$ cat config.mk
export PLATFORM = sky130hd
export DESIGN_NAME = instr_fetch_flat
export DESIGN_NICKNAME = d
export VERILOG_FILES = /design/src/rtl/instr_fetch_pkg.sv /design/src/rtl/instr_fetch_if.sv /design/src/rtl/instr_fetch_next_pc_calc.sv /design/src/rtl/instr_fetch.sv /design/src/flat_wrapper.sv
export SDC_FILE = /design/constraint.sdc
export NUM_CORES = 1
export LEC_CHECK = 0
export ABC_AREA = 1
export CAP_MARGIN = 40
export CORE_MARGIN = 5
export CORE_UTILIZATION = 52
export CTS_CLUSTER_DIAMETER = 100
export DETAILED_ROUTE_END_ITERATION = 8
export PLACE_DENSITY = 0.81
export SYNTH_ARGS = -nofsm -noshare
export SYNTH_HDL_FRONTEND = slang
export SYNTH_HIERARCHICAL = 1
export SYNTH_SLANG_ARGS = --single-unit
$ cat constraint.sdc
create_clock -name clk -period 6.5 [get_ports clk]
set_clock_uncertainty 0.1 [all_clocks]
set_input_delay 1.625 -clock clk [delete_from_list [all_inputs] [get_ports clk]]
set_output_delay 1.625 -clock clk [all_outputs]
set_load 0.05 [all_outputs]
$ cat src/rtl/instr_fetch_pkg.sv
// Shared types and constants for the instruction fetch stage.
package fetch_pkg;

  typedef enum logic [1:0] {S_START, S_FETCH, S_SQUASH, S_HOLD} state_e;

  localparam int unsigned PC_INC     = 4;
  localparam int          OPCODE_MSB = 31;
  localparam int          OPCODE_LSB = 26;

endpackage

$ cat src/rtl/instr_fetch_if.sv
// Fetch-stage bus: instruction memory handshake, decode handshake and execute redirect.
interface instr_fetch_if #(
  parameter int ADDR_W = 32,
  parameter int DATA_W = 32
);
  logic              imem_req;
  logic [ADDR_W-1:0] imem_addr;
  logic [DATA_W-1:0] imem_rdata;
  logic              imem_ack;

  logic [DATA_W-1:0] instr;
  logic [7:0]        opcode;
  logic [ADDR_W-1:0] instr_pc4;
  logic              instr_valid;
  logic              instr_ready;

  logic              redir_valid;
  logic              jump;
  logic              branch_eq;
  logic              branch_not_eq;
  logic              zero;
  logic [ADDR_W-1:0] ex_pc4;
  logic [15:0]       ex_imm;
  logic [25:0]       ex_target;

  modport master (
    output imem_req, imem_addr, instr, opcode, instr_pc4, instr_valid,
    input  imem_rdata, imem_ack, instr_ready,
    input  redir_valid, jump, branch_eq, branch_not_eq, zero, ex_pc4, ex_imm, ex_target
  );

  modport slave (
    input  imem_req, imem_addr, instr, opcode, instr_pc4, instr_valid,
    output imem_rdata, imem_ack, instr_ready,
    output redir_valid, jump, branch_eq, branch_not_eq, zero, ex_pc4, ex_imm, ex_target
  );
endinterface

$ cat src/rtl/instr_fetch_next_pc_calc.sv
// Combinational redirect resolver: decides whether execute redirects fetch and where to.
module next_pc_calc #(
  parameter int ADDR_W = 32
) (
  input  logic              redir_valid_i,
  input  logic              jump_i,
  input  logic              branch_eq_i,
  input  logic              branch_not_eq_i,
  input  logic              zero_i,
  input  logic [ADDR_W-1:0] ex_pc4_i,
  input  logic [15:0]       ex_imm_i,
  input  logic [25:0]       ex_target_i,
  output logic              taken_o,
  output logic [ADDR_W-1:0] target_o
);
  logic [ADDR_W-1:0] br_off;
  logic [ADDR_W-1:0] br_tgt;
  logic [ADDR_W-1:0] j_tgt;

  assign br_off  = {{(ADDR_W-18){ex_imm_i[15]}}, ex_imm_i, 2'b00};
  assign br_tgt  = ex_pc4_i + br_off;
  assign j_tgt   = {ex_pc4_i[ADDR_W-1:28], ex_target_i, 2'b00};

  assign taken_o  = redir_valid_i &
                    (jump_i | (branch_eq_i & zero_i) | (branch_not_eq_i & ~zero_i));
  // Jump wins when the decoder flags both a jump and a branch.
  assign target_o = jump_i ? j_tgt : br_tgt;

endmodule

$ cat src/rtl/instr_fetch.sv
// Fetch stage: owns the PC, fetches one word at a time and holds it for decode.
module instr_fetch
  import fetch_pkg::*;
#(
  parameter int                ADDR_W   = 32,
  parameter int                DATA_W   = 32,
  parameter logic [ADDR_W-1:0] RESET_PC = '0
) (
  input  logic          clk,
  input  logic          reset,
  instr_fetch_if.master bus
);
  state_e            state_q, state_d;
  logic [ADDR_W-1:0] pc_q, pc_d;
  logic [ADDR_W-1:0] addr_q, addr_d;
  logic [ADDR_W-1:0] pc4_q, pc4_d;
  logic              req_q, req_d;
  logic              vld_q, vld_d;
  logic [DATA_W-1:0] instr_q, instr_d;
  logic              taken;
  logic [ADDR_W-1:0] target;
  logic [ADDR_W-1:0] pc_seq;

  assign pc_seq = pc_q + ADDR_W'(PC_INC);

  next_pc_calc #(.ADDR_W(ADDR_W)) u_npc (
    .redir_valid_i   (bus.redir_valid),
    .jump_i          (bus.jump),
    .branch_eq_i     (bus.branch_eq),
    .branch_not_eq_i (bus.branch_not_eq),
    .zero_i          (bus.zero),
    .ex_pc4_i        (bus.ex_pc4),
    .ex_imm_i        (bus.ex_imm),
    .ex_target_i     (bus.ex_target),
    .taken_o         (taken),
    .target_o        (target)
  );

  always_ff @(posedge clk or posedge reset) begin
    if (reset) begin
      state_q <= S_START;
      pc_q    <= RESET_PC;
      addr_q  <= RESET_PC;
      pc4_q   <= '0;
      req_q   <= 1'b0;
      vld_q   <= 1'b0;
      instr_q <= '0;
    end else begin
      state_q <= state_d;
      pc_q    <= pc_d;
      addr_q  <= addr_d;
      pc4_q   <= pc4_d;
      req_q   <= req_d;
      vld_q   <= vld_d;
      instr_q <= instr_d;
    end
  end

  always_comb begin
    state_d = state_q;
    pc_d    = pc_q;
    addr_d  = addr_q;
    pc4_d   = pc4_q;
    req_d   = req_q;
    vld_d   = vld_q;
    instr_d = instr_q;
    unique case (state_q)
      S_START: begin
        state_d = S_FETCH;
        req_d   = 1'b1;
        addr_d  = pc_q;
      end
      S_FETCH: begin
        if (!req_q) begin
          // Re-issue after the one-cycle gap that follows a discarded response.
          req_d  = 1'b1;
          pc_d   = taken ? target : pc_q;
          addr_d = taken ? target : pc_q;
        end else if (bus.imem_ack) begin
          req_d = 1'b0;
          if (taken) begin
            pc_d = target;
          end else begin
            instr_d = bus.imem_rdata;
            pc4_d   = pc_seq;
            vld_d   = 1'b1;
            state_d = S_HOLD;
          end
        end else if (taken) begin
          pc_d    = target;
          state_d = S_SQUASH;
        end
      end
      S_SQUASH: begin
        if (taken) pc_d = target;
        if (bus.imem_ack) begin
          req_d   = 1'b0;
          state_d = S_FETCH;
        end
      end
      S_HOLD: begin
        if (taken || bus.instr_ready) begin
          vld_d   = 1'b0;
          req_d   = 1'b1;
          pc_d    = taken ? target : pc_seq;
          addr_d  = taken ? target : pc_seq;
          state_d = S_FETCH;
        end
      end
      default: state_d = S_START;
    endcase
  end

  always_comb begin
    bus.imem_req    = req_q;
    bus.imem_addr   = addr_q;
    bus.instr       = instr_q;
    bus.opcode      = {2'b00, instr_q[OPCODE_MSB:OPCODE_LSB]};
    bus.instr_pc4   = pc4_q;
    bus.instr_valid = vld_q;
  end

endmodule

$ cat src/flat_wrapper.sv
// flat-port wrapper written by rule: the top's interface ports become plain ports
module instr_fetch_flat import fetch_pkg::*;
#(
  parameter int                ADDR_W   = 32,
  parameter int                DATA_W   = 32,
  parameter logic [ADDR_W-1:0] RESET_PC = '0
)
  (clk, reset, bus_imem_req, bus_imem_addr, bus_instr, bus_opcode, bus_instr_pc4, bus_instr_valid, bus_imem_rdata, bus_imem_ack, bus_instr_ready, bus_redir_valid, bus_jump, bus_branch_eq, bus_branch_not_eq, bus_zero, bus_ex_pc4, bus_ex_imm, bus_ex_target);
  instr_fetch_if #(.ADDR_W(ADDR_W), .DATA_W(DATA_W)) bus_i ();
  input  logic clk;
  input  logic reset;
  output wire logic [$bits(bus_i.imem_req)-1:0] bus_imem_req;
  output wire logic [$bits(bus_i.imem_addr)-1:0] bus_imem_addr;
  output wire logic [$bits(bus_i.instr)-1:0] bus_instr;
  output wire logic [$bits(bus_i.opcode)-1:0] bus_opcode;
  output wire logic [$bits(bus_i.instr_pc4)-1:0] bus_instr_pc4;
  output wire logic [$bits(bus_i.instr_valid)-1:0] bus_instr_valid;
  input wire logic [$bits(bus_i.imem_rdata)-1:0] bus_imem_rdata;
  input wire logic [$bits(bus_i.imem_ack)-1:0] bus_imem_ack;
  input wire logic [$bits(bus_i.instr_ready)-1:0] bus_instr_ready;
  input wire logic [$bits(bus_i.redir_valid)-1:0] bus_redir_valid;
  input wire logic [$bits(bus_i.jump)-1:0] bus_jump;
  input wire logic [$bits(bus_i.branch_eq)-1:0] bus_branch_eq;
  input wire logic [$bits(bus_i.branch_not_eq)-1:0] bus_branch_not_eq;
  input wire logic [$bits(bus_i.zero)-1:0] bus_zero;
  input wire logic [$bits(bus_i.ex_pc4)-1:0] bus_ex_pc4;
  input wire logic [$bits(bus_i.ex_imm)-1:0] bus_ex_imm;
  input wire logic [$bits(bus_i.ex_target)-1:0] bus_ex_target;
  assign bus_imem_req = bus_i.imem_req;
  assign bus_imem_addr = bus_i.imem_addr;
  assign bus_instr = bus_i.instr;
  assign bus_opcode = bus_i.opcode;
  assign bus_instr_pc4 = bus_i.instr_pc4;
  assign bus_instr_valid = bus_i.instr_valid;
  assign bus_i.imem_rdata = bus_imem_rdata;
  assign bus_i.imem_ack = bus_imem_ack;
  assign bus_i.instr_ready = bus_instr_ready;
  assign bus_i.redir_valid = bus_redir_valid;
  assign bus_i.jump = bus_jump;
  assign bus_i.branch_eq = bus_branch_eq;
  assign bus_i.branch_not_eq = bus_branch_not_eq;
  assign bus_i.zero = bus_zero;
  assign bus_i.ex_pc4 = bus_ex_pc4;
  assign bus_i.ex_imm = bus_ex_imm;
  assign bus_i.ex_target = bus_ex_target;
  instr_fetch #(.ADDR_W(ADDR_W), .DATA_W(DATA_W), .RESET_PC(RESET_PC)) u_core (.clk(clk), .reset(reset), .bus(bus_i));
endmodule
Word level (Yosys, flattened, before mapping)
Cells that the tools add are included. W data, S select, Z words.

Equal/unequal tests: 11. Reduce and logical (&&, ||, !) cells: 12. Multiplexer cells: 24. Bitwise logic cells: 7. Add/sub/neg operators: 2.

Operators by type and width (count): $mux W32 (5); $pmux W32 S3 (1); $pmux W32 S2 (1); $add A32 B3 Y32 const B (1); $add A32 B32 Y32 (1); $mux W2 (6); $reduce_and A5 Y1 (2); $mux W1 (8); $ne A2 B2 Y1 const B (4); $pmux W2 S4 (1); $eq A2 B2 Y1 const B (2); $ne A2 B1 Y1 const B (2); $pmux W1 S4 (1); $reduce_and A2 Y1 (2); $reduce_and A4 Y1 (1); $reduce_bool A2 Y1 (2); $and A1 B1 Y1 (3); $ne A3 B2 Y1 const B (1); $ne A3 B3 Y1 const B (1); $reduce_and A3 Y1 (1); $reduce_bool A3 Y1 (1); $eq A2 B1 Y1 const B (1); $logic_not A2 Y1 (1); $not A1 Y1 (2); 4 further kinds (5).

Register bits after elaboration: 132. Input bits: 115. Output and inout port bits: 106. Word-level logic and storage cells: 63.

Depth between registers and ports, before layout
Gate-level depths: netlist (run 1).

Word-level depth: 8. Gate-level depth with buffers: 20. Gate-level depth less buffers: 20.

Hierarchy
The synthesis (run 1) kept the hierarchy.

By module, submodules not included: instr_fetch (cells each 1073, seq. area each 3303.2 sq um, instances 1, area an instance 7427.1 sq um); next_pc_calc (cells each 535, seq. area each 0.0 sq um, instances 1, area an instance 2522.4 sq um).

Worst setup path after synthesis (run 1)
No wires, ideal clock.

Path kind: in2reg. Start point: input port bus_ex_pc4[2]. End point: register u_core.addr_q[8], in the netlist u_core/bus.imem_addr[8]. Required time: 6.274 ns. Data arrival time: 3.558 ns. Setup slack: 2.716 ns. Cell stages on the path: 15. Path buffers: 0. Setup time: 0.126 ns. Cell sequence: ha_1 -> fa_1 -> nand3_1 -> nand3_2 -> nand2_1 -> nand2_1 -> or2_2 -> nand3_1 -> nand2_1 -> nand2_1 -> inv_1 -> a21oi_1 -> nor2_1 -> a211oi_1 -> a21oi_1.

Longest elaborated chain between the ends: 5. Elaborated cells on any way between the ends: 7. Classes of those cells: 1 x add/sub; 6 x mux.

RTL lines: from (decl) (RTL line flat_wrapper.sv:26) `input wire logic [$bits(bus_i.ex_pc4)-1:0] bus_ex_pc4;`; $add A32 B32 Y32 * (RTL line instr_fetch_next_pc_calc.sv:21) `assign br_tgt = ex_pc4_i + br_off;`; $mux W32 * (RTL line instr_fetch_next_pc_calc.sv:27) `assign target_o = jump_i ? j_tgt : br_tgt;`; named net u_core.target[8] (RTL line instr_fetch.sv:21) `logic [ADDR_W-1:0] target;`; $mux W32, on equally long branches; $mux W32, on equally long branches (RTL line instr_fetch.sv:102, instr_fetch.sv:74); $pmux W32 S3 * (RTL line instr_fetch.sv:67) `unique case (state_q)`; to (signal assigned) (RTL line instr_fetch.sv:51) `addr_q <= addr_d;`; to (decl) (RTL line instr_fetch.sv:15) `logic [ADDR_W-1:0] addr_q, addr_d;`.

The timed path passes the listed nets; every way through them passes the cells marked *. The select of a mux whose other input is x is not followed. A chain may end at the register's enable or synchronous reset.

Final worst setup path (run 1)
Start point: input port bus_jump. End point: register u_core.addr_q[3], in the netlist u_core/bus.imem_addr[3].

Longest elaborated chain between the ends: 6. Elaborated cells on any way between the ends: 12. Classes of those cells: 1 x eq/ne; 6 x mux; 3 x bitwise; 2 x reduce/logical.

RTL lines: from (decl) (RTL line flat_wrapper.sv:22) `input wire logic [$bits(bus_i.jump)-1:0] bus_jump;`; $or A1 B1 Y1 * (2 in a row) (RTL line instr_fetch_next_pc_calc.sv:25) `(jump_i | (branch_eq_i & zero_i) | (branch_not_eq_i & ~zero_i));`; $and A1 B1 Y1 * (RTL line instr_fetch_next_pc_calc.sv:24) `assign taken_o = redir_valid_i &`; named net u_core.taken (RTL line instr_fetch.sv:20) `logic taken;`; $mux W32, or another cell as far along (RTL line instr_fetch.sv:106) `addr_d = taken ? target : pc_seq;`; $mux W32, or another cell as far along (RTL line instr_fetch.sv:102) `if (taken || bus.instr_ready) begin`; $pmux W32 S3 / $reduce_and A3 Y1 (equally long branches).

Marked as above.

==> impl_results.md, run 1 <==
- Status: complete, no violations
- Post-Route Setup TNS: 0 ps
- Hold Path Stages: 2
- Worst setup EP type: flop
- # Max-Cap Violations: 0
- Reg2reg setup slack: 3290 ps
- Max Clock Freq: 215 MHz
- Total half-perimeter wirelength after legalization and detailed placement: 24.1 mm
- RePlAce Congestion: 0.915
- Number of global-route vias before repair: 10300
- Final Hold Viols: 0
- Buffers from clock root to sink, at most: 2
- Setup repair after global routing missed its margin: no
- Detailed router's first-iteration violation count: 952
- Cell Area, Synth: 9950 um2
- Clock transition at the registers of the reported paths: 60 ps
- Antenna Cells: 0
- Via density per instance: 5.35
- Total of cells resized after clock tree synthesis: 0
- Final clock period utilization by the worst path: 0.716
- Slew HR: 0.406
- Dpl cells: 2007
- Global-route wire length before repair: 50.7 mm
- R2r startpoint: u_core/state_q[1]
- Fin nets: 1942
- Quantity of hold-fixing buffers added after cts: 0
- Most used cell, CP: sky130_fd_sc_hd__inv_2
- Input/output buffers: 218
- Root buffer cell: sky130_fd_sc_hd__clkbuf_16
- Die Wd: 148 um
- Source-to-sink clock delay at the later pin of the worst-skew pair: 420 ps
- Worst setup slack before clock tree synthesis: 1440 ps
- Distinct cell type count of the synthesized netlist: 38
- Routed WL: 31.9 mm
- Clock period minus final worst setup slack: 4650 ps
- Ordered list of cells on the worst path: clkdlybuf4s50_1, buf_4, a21oi_1, a21boi_4, nor2_2, inv_2, nor2_4, inv_2, nand2_2, inv_2, nor2_1, a31oi_1
- Primary FF master, synth: sky130_fd_sc_hd__dfrtp_1
- Asr flop ratio synth: 1.00
- Path type of the worst setup path: input port to flop
- Mean Syn Cell Area: 6.19 um2
- Detailed Routing Iterations Pass 1: 5
- Die Area: 22000 um2
- Core area: 18800 um2
- Pwr Density: 518 nW/um2
- Slowest cell on the critical path: sky130_fd_sc_hd__inv_2
- Via total after detailed routing: 10900
- Pin count of the biggest net entering global routing: 68
- Filler instances: 1661
- Maximum level of the CTS H-tree: 4
- Warning count from the yosys run: 6
- Antenna viol nets, final: 0
- Slew at the pin closest to its max-slew limit: 890 ps
- Area added between synthesis and finish: 28.7%
- GR Overflow Total: 0
- Sinks on the clock net: 132
- Row count: 50
- Per-cell routed wire length: 15.7 um
- IO Count: 221
- Synthesized instance count: 1608
- Worst setup SP type: input port
- Initial cell density of the core: 0.530
- Count of buffers added by post-CTS timing repair for setup: 0
- Largest stage delay on the critical path: 680 ps
- Number of synthesized register bits: 132
- Endpoint arrival time on the critical path: 4890 ps
- Type of the worst min-delay path: flop to flop
- Worst setup margin: 1850 ps
- Fraction of layout cells with a size suffix above 1: 0.0427
- Max-slew violation count: 0
- Standby leakage power: 6.69 nW
- Post-route DRC violation count: 0
- Num CTS Buffers: 17
- Worst vdd rail ir drop: 0.235 mV
- CTS tree: yes
- Required time worst endpoint: 6740 ps
- Maximum fanout along the worst path: 44
- Total of endpoints with negative setup slack in the final report: 0
- Layout Cells excl Fill: 2039
- End of the worst register-to-register path: u_core/bus.imem_addr[27]
- Global routing usage summed across all routing layers: 0.284
- Share of the yosys chip area belonging to registers: 0.332
- Reg2Reg Depth: 10
- Endpoint of the worst setup timing path: u_core/bus.imem_addr[3]
- Die outline height: 148 um
- Antenna violations before repair: 0
- Crit path from: bus_jump
- Count of flip-flops with a built-in enable after synthesis: 0
[logic make-up after synthesis]
logic type               Yosys count  synth area share
other                              1          0.000377
adder cells (fa/ha/maj)           35            0.0448
AO/OA/AOI/OAI                    168            0.0937
flip-flops                       132             0.332
AND/OR/NAND/NOR                  977             0.401
buffers and inverters            274             0.110
XOR/XNOR                          21            0.0185
[per-stage QoR]
stage          total power [mW]  utilization  instance area, um2  hold WS [ps]
2_1_floorplan              4.43            -                9950           421
3_3_place_gp               5.58        0.651               12200           361
3_5_place_dp               5.68        0.652               12200           364
4_1_cts                    6.62        0.682               12800           383
5_1_grt                    7.08        0.682               12800           408
6_report                   6.64        0.682               12800           380
[power by group]
part	switching (mW)	leakage [nW]	internal, mW
clock network	0.412	0.273	0.504
registers	0.340	1.59	1.24
logic	2.80	4.83	1.33
total	3.56	6.69	3.08
[critical path, delay by kind of cell]
family / cells / cell delay [ps]
AO/OA/AOI/OAI: 3 / 870
buffers and inverters: 5 / 1650
AND/OR/NAND/NOR: 4 / 710
[metal layers]
metal	vias up	part of all wire	GRT usage
met4	0	0.034	0.116
met2	586	0.46	0.476
met5	-	0	0
li1	5350	-	-
met1	4869	0.41	0.364
met3	95	0.091	0.0515
[synth_stat cells, types with 7 or more instances]
cell type | number | share of area
sky130_fd_sc_hd__nand3_1 | 114 | 0.057
sky130_fd_sc_hd__buf_2 | 21 | 0.011
sky130_fd_sc_hd__clkbuf_1 | 30 | 0.011
sky130_fd_sc_hd__xor2_1 | 12 | 0.011
sky130_fd_sc_hd__dfrtp_1 | 132 | 0.33
sky130_fd_sc_hd__xnor2_1 | 9 | 0.0079
sky130_fd_sc_hd__or2_0 | 19 | 0.012
sky130_fd_sc_hd__inv_2 | 7 | 0.0026
sky130_fd_sc_hd__buf_4 | 10 | 0.0075
sky130_fd_sc_hd__nor2_1 | 175 | 0.066
sky130_fd_sc_hd__a31oi_1 | 13 | 0.0082
sky130_fd_sc_hd__ha_1 | 34 | 0.043
sky130_fd_sc_hd__inv_1 | 202 | 0.076
sky130_fd_sc_hd__nand2_1 | 631 | 0.24
sky130_fd_sc_hd__nor2_2 | 8 | 0.0050
sky130_fd_sc_hd__o21ai_0 | 41 | 0.021
sky130_fd_sc_hd__a21oi_1 | 68 | 0.034
sky130_fd_sc_hd__o22ai_1 | 25 | 0.016
[flip-flops by register name (all words and copies together), names as in the netlist]
| register | cells |
|---|---|
| u_core/bus.imem_addr | 32 |
| u_core/bus.instr | 32 |
| u_core/bus.instr_pc4 | 32 |
| u_core/pc_q | 32 |
| u_core/state_q | 2 |
| u_core/bus.imem_req | 1 |
| u_core/bus.instr_valid | 1 |
[how the worst min path moves through the flow]
stage / slack, ps / from / end
after floorplan: 420 / u_core/pc_q[0] / u_core/pc_q[0]
after global placement: 360 / u_core/bus.instr[18] / u_core/bus.instr[18]
after detailed placement: 360 / u_core/bus.instr_pc4[28] / u_core/bus.instr_pc4[28]
after CTS: 380 / u_core/bus.instr[15] / u_core/bus.instr[15]
after global routing: 410 / u_core/bus.instr[4] / u_core/bus.instr[4]
final: 380 / u_core/bus.instr[15] / u_core/bus.instr[15]
[layout make-up]
| class | count | area [um2] | share of cell area |
|---|---|---|---|
| Multi-Input combinational cell | 1203 | 5570 | 0.435 |
| Tap cell | 234 | 293 | 0.0229 |
| Clock buffer | 17 | 425 | 0.0332 |
| Inverter | 209 | 787 | 0.0614 |
| Sequential cell | 132 | 3300 | 0.258 |
| Timing Repair Buffer | 229 | 2280 | 0.178 |
| Clock inverter | 15 | 143 | 0.0111 |
[cell usage in the layout (no fill, tap or decap), types with 19 or more instances in the layout]
cell type and count:
sky130_fd_sc_hd__a21oi_1 68, sky130_fd_sc_hd__o22ai_1 25, sky130_fd_sc_hd__o21ai_0 41, sky130_fd_sc_hd__nor2_1 175, sky130_fd_sc_hd__clkdlybuf4s50_1 218, sky130_fd_sc_hd__inv_1 201, sky130_fd_sc_hd__nand3_1 114, sky130_fd_sc_hd__nand2_1 630
sky130_fd_sc_hd__dfrtp_1 132, sky130_fd_sc_hd__or2_0 19, sky130_fd_sc_hd__ha_1 34
(Power assumes the default switching activity.)
==> run 2: changes to the inputs <==
CORE_UTILIZATION = 47   (was 52)
PLACE_DENSITY = 0.77   (was 0.81)
clock period = 3.9 ns   (was 6.5 ns; I/O delays follow)
==> run 2 against run 1 <==
Net effect:
- non-clock buffer count grew 15
- clock power grew 90%
- first-iteration DRC count shrank 11%
- critical path depth grew 7
- final cell count grew 2.7%
- final area grew 2.1%
- worst setup slack lost 1400 ps
- sequential power grew 66%
- register-to-register slack lost 2500 ps
- sequential cell count is the same
==> impl_results.md, run 2 (same netlist as run 1, synthesis figures left out) <==
- Count of buffers added by post-CTS timing repair for setup: 0
- Total of endpoints with negative setup slack in the final report: 0
- Total net switching power: 5.88 mW
- Clock power share: 0.153
- Required time worst endpoint: 4100 ps
- CTS tree: yes
- Most frequent cells in the layout: 630 x sky130_fd_sc_hd__nand2_1, 218 x sky130_fd_sc_hd__clkdlybuf4s50_1, 201 x sky130_fd_sc_hd__inv_1
- Final Hold Viols: 0
- Worst vdd rail ir drop: 0.381 mV
- Combinational share of power: 0.614
- Fin nets: 1957
- Filler instances: 1988
- Post-Route Setup TNS: 0 ps
- Slowest cell on the critical path: sky130_fd_sc_hd__clkdlybuf4s50_1
- Die Area: 24200 um2
- Quantity of hold-fixing buffers added after cts: 0
- Per-cell routed wire length: 15.3 um
- Reg2reg setup slack: 810 ps
- Final clock period utilization by the worst path: 0.894
- Share of power burned in registers: 0.233
- RePlAce Congestion: 0.938
- Detailed router's first-iteration violation count: 850
- Global-route wire length before repair: 51.5 mm
- Switching part of the total power: 0.519
- Total of cells resized after clock tree synthesis: 0
- Die outline height: 155 um
- Endpoint arrival time on the critical path: 3690 ps
- Leading cell type in the layout, fill and taps excluded: sky130_fd_sc_hd__nand2_1
- Cell area after placement: 12400 um2
- Endpoint with the worst hold slack: u_core/bus.instr[10]
- Clock transition at the registers of the reported paths: 60 ps
- End of the worst register-to-register path: u_core/bus.imem_addr[21]
- Antenna viol nets, final: 0
- Routed WL: 32.1 mm
- Ordered list of cells on the worst path: clkdlybuf4s50_1, ha_1, nand2_1, nor2_1, nand3_1, nand3_1, nand3_1, nand2_1, nand2_1, nand3_1, nand2_1, nand2_1, inv_1, a21oi_1, o22ai_1, nor2_1, nand3_1, o21ai_1, inv_1
- Pwr Density: 866 nW/um2
- Status: complete, no violations
- Antenna violations before repair: 0
- Area added between synthesis and finish: 31.5%
- Detailed Routing Iterations Pass 1: 7
- Via density per instance: 5.15
- Core area: 21000 um2
- Num CTS Buffers: 17
- Number of global-route vias before repair: 10300
- Type of the worst min-delay path: flop to flop
- Antenna Cells: 0
- Buffers from clock root to sink, at most: 2
- Slew at the pin closest to its max-slew limit: 831 ps
- # Max-Cap Violations: 0
- Clock period minus final worst setup slack: 3490 ps
- Input/output buffers: 218
- GR Overflow Total: 0
- Setup repair after global routing missed its margin: no
- Root buffer cell: sky130_fd_sc_hd__clkbuf_16
- Layout Cells excl Fill: 2094
- Source-to-sink clock delay at the later pin of the worst-skew pair: 410 ps
- Maximum level of the CTS H-tree: 4
- Reg2Reg Depth: 10
- Max Clock Freq: 287 MHz
- Dpl cells: 2063
- Initial cell density of the core: 0.475
- Global routing usage summed across all routing layers: 0.261
- Via total after detailed routing: 10800
- Layout Cell Area excl Fill: 13100 um2
- Standby leakage power: 6.81 nW
- Row count: 53
- Worst setup EP type: flop
- Path type of the worst setup path: input port to flop
- Max-slew violation count: 0
- Total half-perimeter wirelength after legalization and detailed placement: 24.5 mm
- R2r startpoint: u_core/state_q[1]
- IO Count: 221
- Slew HR: 0.445
- Maximum fanout along the worst path: 5
- Worst Hold Launch: u_core/bus.instr[10]
- Pin count of the biggest net entering global routing: 68
- Worst setup SP type: input port
- Post-route DRC violation count: 0
- Hold Path Stages: 2
- Die Wd: 155 um
- Fraction of layout cells with a size suffix above 1: 0.0500
- Largest stage delay on the critical path: 400 ps
- Internal power of the cells: 5.45 mW
- Sinks on the clock net: 132
run 2: how the worst max path moves through the flow:
stage | from | slack [ps] | cells after the start | to
finish | bus_ex_pc4[10] | 410 | 19 | u_core/bus.imem_addr[20]
global route | bus_ex_imm[10] | 130 | 19 | u_core/bus.imem_addr[21]
CTS | bus_ex_imm[15] | 430 | 21 | u_core/bus.imem_addr[21]
detailed placement | bus_ex_imm[15] | -10 | 21 | u_core/bus.imem_addr[21]
global placement | bus_ex_pc4[10] | 10 | 19 | u_core/bus.imem_addr[20]
floorplan | bus_ex_pc4[2] | 770 | 15 | u_core/bus.imem_addr[8]
run 2: worst max-delay path: cells and delay by family:
kind	cells	cell delay (ps)
adders and majority gates	1	380
buffers and inverters	3	510
and+or+nand+nor	12	1500
AOI/OAI and AO/OA	3	320
run 2: power groups by stage:
stage / Sequential [mW] / Clock, mW / Combinational, mW
after global placement: 2.62 / 0 / 6.78
after detailed placement: 2.64 / 0 / 6.90
after floorplan: 4.16 / 0 / 3.23
final: 2.64 / 1.74 / 6.96
after global routing: 2.72 / 1.83 / 7.53
after CTS: 2.63 / 1.77 / 6.93
run 2: area by class of cell:
cell class / instances / area [um2] / area share
clock inverter: 13 / 196 / 0.0150
clock buffer: 18 / 439 / 0.0336
timing repair buffer: 244 / 2440 / 0.186
tap: 275 / 344 / 0.0263
multi-input combinational: 1203 / 5570 / 0.426
inverter: 209 / 788 / 0.0603
sequential: 132 / 3300 / 0.252
run 2: through the flow:
step	util	setup slack, ps	total power [mW]	hold WS (ps)
2_1_floorplan	-	766	7.39	421
3_3_place_gp	0.592	14.2	9.40	362
3_5_place_dp	0.594	-9.61	9.55	364
4_1_cts	0.624	432	11.3	380
5_1_grt	0.624	131	12.1	398
6_report	0.624	412	11.3	376
run 2: per-layer routing:
metal  global-route usage  up-vias  part of all wire
li1                     -     5381                 -
met1                0.348     4832              0.43
met2                0.436      508              0.46
met3               0.0409       59             0.086
met4               0.0817        0             0.026
met5                    0        -                 0
==> run 3: changes to the inputs <==
ABC_AREA = 0   (was 1)
CORE_UTILIZATION = 46   (was 47)
PLACE_DENSITY = 0.76   (was 0.77)
==> run 3 against run 2 <==
Net effect:
- synthesized area down 5.0%
- highest routed layer unchanged
- worst setup slack worse by 320 ps
- sequential cell count unchanged
- register-to-register slack better by 140 ps
- sequential power up 3%
- routed wire length down 0.81%
- synthesized cell count down 31%
==> impl_results.md, run 3 <==
- Worst vdd rail ir drop: 0.376 mV
- Global routing usage summed across all routing layers: 0.262
- Fraction of layout cells with a size suffix above 1: 0.190
- Required time worst endpoint: 4110 ps
- Input/output buffers: 218
- Per-cell routed wire length: 19.1 um
- Source-to-sink clock delay at the later pin of the worst-skew pair: 430 ps
- Leading cell type in the layout, fill and taps excluded: sky130_fd_sc_hd__clkdlybuf4s50_1
- Combinational share of power: 0.607
- # Max-Cap Violations: 0
- Filler instances: 1625
- Path type of the worst setup path: input port to flop
- Num CTS Buffers: 17
- Via density per instance: 5.94
- Synthesized instance count: 1106
- Primary FF master, synth: sky130_fd_sc_hd__dfrtp_1
- Core area: 20200 um2
- RePlAce Congestion: 0.929
- Worst setup EP type: flop
- Final clock period utilization by the worst path: 0.976
- Final Hold Viols: 0
- Status: complete, no violations
- Cell area after placement: 12600 um2
- Warning count from the yosys run: 6
- Type of the worst min-delay path: flop to flop
- Clock period minus final worst setup slack: 3810 ps
- Distinct cell type count of the synthesized netlist: 80
- Cell Area, Synth: 9450 um2
- Pin count of the biggest net entering global routing: 75
- Total net switching power: 5.65 mW
- Buffers from clock root to sink, at most: 2
- Number of global-route vias before repair: 9467
- Setup repair after global routing missed its margin: yes
- Global-route wire length before repair: 50.4 mm
- Die Wd: 153 um
- Layout Utilization: 0.670
- Root buffer cell: sky130_fd_sc_hd__clkbuf_16
- R2r startpoint: u_core/pc_q[2]
- Most frequent cells in the layout: 202 x sky130_fd_sc_hd__clkdlybuf4s50_1, 135 x sky130_fd_sc_hd__buf_4, 132 x sky130_fd_sc_hd__dfrtp_1
- Die Area: 23500 um2
- Post-route DRC violation count: 0
- Detailed router's first-iteration violation count: 939
- Total half-perimeter wirelength after legalization and detailed placement: 23.6 mm
- Reg2Reg Depth: 6
- Layout Cell Area excl Fill: 13600 um2
- Max-slew violation count: 0
- Count of flip-flops with a built-in enable after synthesis: 0
- Worst setup margin: 94.6 ps
- Maximum level of the CTS H-tree: 4
- End of the worst register-to-register path: u_core/pc_q[22]
- Number of synthesized register bits: 132
- Crit path from: bus_ex_pc4[11]
- Maximum fanout along the worst path: 4
- Asr flop ratio synth: 1.00
- Worst setup slack before clock tree synthesis: -703 ps
- Endpoint arrival time on the critical path: 4020 ps
- Detailed Routing Iterations Pass 1: 6
- Worst setup SP type: input port
- Standby leakage power: 5.78 nW
- Top area cells in the synthesized netlist: sky130_fd_sc_hd__dfrtp_1 35%, sky130_fd_sc_hd__nand2_1 5.2%, sky130_fd_sc_hd__o21ai_0 4.8%
- Via total after detailed routing: 9911
- GR Overflow Total: 0
- Total of endpoints with negative setup slack in the final report: 0
- Synth top area share: 0.349
- Endpoint of the worst setup timing path: u_core/bus.imem_addr[31]
- Clock power share: 0.152
- Switching part of the total power: 0.499
- Clock transition at the registers of the reported paths: 60 ps
- Share of the yosys chip area belonging to registers: 0.349
- Slew at the pin closest to its max-slew limit: 945 ps
- Library cell with the largest summed area after synthesis: sky130_fd_sc_hd__dfrtp_1
- Pwr Density: 836 nW/um2
- Commonest cells in the synthesized netlist: 132 x sky130_fd_sc_hd__dfrtp_1, 132 x sky130_fd_sc_hd__nand2_1, 91 x sky130_fd_sc_hd__o21ai_0
- Sinks on the clock net: 132
- IO Count: 221
- Fin nets: 1536
- Area added between synthesis and finish: 43.4%
- Total power consumption of the routed design: 11.3 mW
- Die outline height: 153 um
- Internal power of the cells: 5.67 mW
- Reg2reg setup slack: 950 ps
- Routed WL: 31.8 mm
- Slew HR: 0.365
- Share of power burned in registers: 0.241
- Max Clock Freq: 263 MHz
- Row count: 52
- Antenna Cells: 0
- Antenna violations before repair: 0
- Antenna viol nets, final: 0
- CTS tree: yes
- Mean Syn Cell Area: 8.55 um2
- Initial cell density of the core: 0.467
-- run 3: timing repair --
action / CTS / global route
resized for setup: 18 / 32
setup endpoints to repair: 1 / 13
pin swaps: 17 / 12
setup buffers: 9 / 4
hold buffers: 0 / 0
-- run 3: per-layer routing --
layer | track usage | vias to the layer above | wire [um]
li1 | - | 4630 | -
met1 | 0.356 | 4591 | 12900
met2 | 0.403 | 601 | 14100
met3 | 0.0766 | 89 | 3760
met4 | 0.0862 | 0 | 1040
met5 | 0 | - | 0
-- run 3: worst min-delay path by stage --
| stage | depth (start not counted) | from | slack, ps | end |
|---|---|---|---|---|
| 2_1_floorplan | 2 | u_core/pc_q[0] | 360 | u_core/pc_q[0] |
| 3_3_place_gp | 2 | u_core/bus.instr_pc4[13] | 360 | u_core/bus.instr_pc4[13] |
| 3_5_place_dp | 1 | u_core/bus.instr_pc4[26] | 370 | u_core/bus.instr_pc4[26] |
| 4_1_cts | 1 | u_core/bus.instr_pc4[26] | 380 | u_core/bus.instr_pc4[26] |
| 5_1_grt | 1 | u_core/bus.instr_pc4[26] | 390 | u_core/bus.instr_pc4[26] |
| 6_report | 1 | u_core/bus.instr_pc4[26] | 380 | u_core/bus.instr_pc4[26] |
-- run 3: layout make-up --
cell class / instances / area (um2) / area share
Sequential cell: 132 / 3300 / 0.244
Multi-Input combinational cell: 848 / 5870 / 0.433
Tap cell: 270 / 338 / 0.0249
Timing Repair Buffer: 358 / 3290 / 0.243
Clock buffer: 18 / 439 / 0.0324
Clock inverter: 14 / 200 / 0.0148
Inverter: 29 / 113 / 0.00831
-- run 3: per-stage QoR --
stage          instances  hold WS, ps  setup TNS, ps
4_1_cts             1665          379              0
3_3_place_gp        1623          361          -5190
3_5_place_dp        1624          365          -7090
6_report            1669          375              0
5_1_grt             1669          392           -137
2_1_floorplan       1107          363              0
-- run 3: critical path: stages --
cell and delay [ps]:
sky130_fd_sc_hd__clkdlybuf4s50_1 510, sky130_fd_sc_hd__ha_4 230, sky130_fd_sc_hd__a21oi_2 190, sky130_fd_sc_hd__a21boi_2 90
sky130_fd_sc_hd__a211oi_4 290, sky130_fd_sc_hd__buf_4 180, sky130_fd_sc_hd__o21ai_4 70, sky130_fd_sc_hd__o21a_1 180
sky130_fd_sc_hd__o311ai_1 220, sky130_fd_sc_hd__o211ai_1 170, sky130_fd_sc_hd__mux2_4 300, sky130_fd_sc_hd__a221oi_4 260
sky130_fd_sc_hd__nand3b_1 120, sky130_fd_sc_hd__mux2i_1 180, sky130_fd_sc_hd__nor2_1 60
-- run 3: kinds of logic after synthesis --
family | share of synthesized area
multiplexers | 0.0634
buffers and inverters | 0.0580
AO/OA/AOI/OAI | 0.244
AND/OR/NAND/NOR | 0.196
flip-flops | 0.349
other | 0.000397
XOR/XNOR | 0.0417
adder cells (fa/ha/maj) | 0.0471
-- run 3: power groups by stage --
stage | sequential, mW | clock [mW] | combinational (mW)
2_1_floorplan | 4.10 | 0 | 3.03
3_3_place_gp | 2.71 | 0 | 6.62
3_5_place_dp | 2.74 | 0 | 6.70
4_1_cts | 2.72 | 1.75 | 6.77
5_1_grt | 2.82 | 1.81 | 7.28
6_report | 2.73 | 1.72 | 6.87
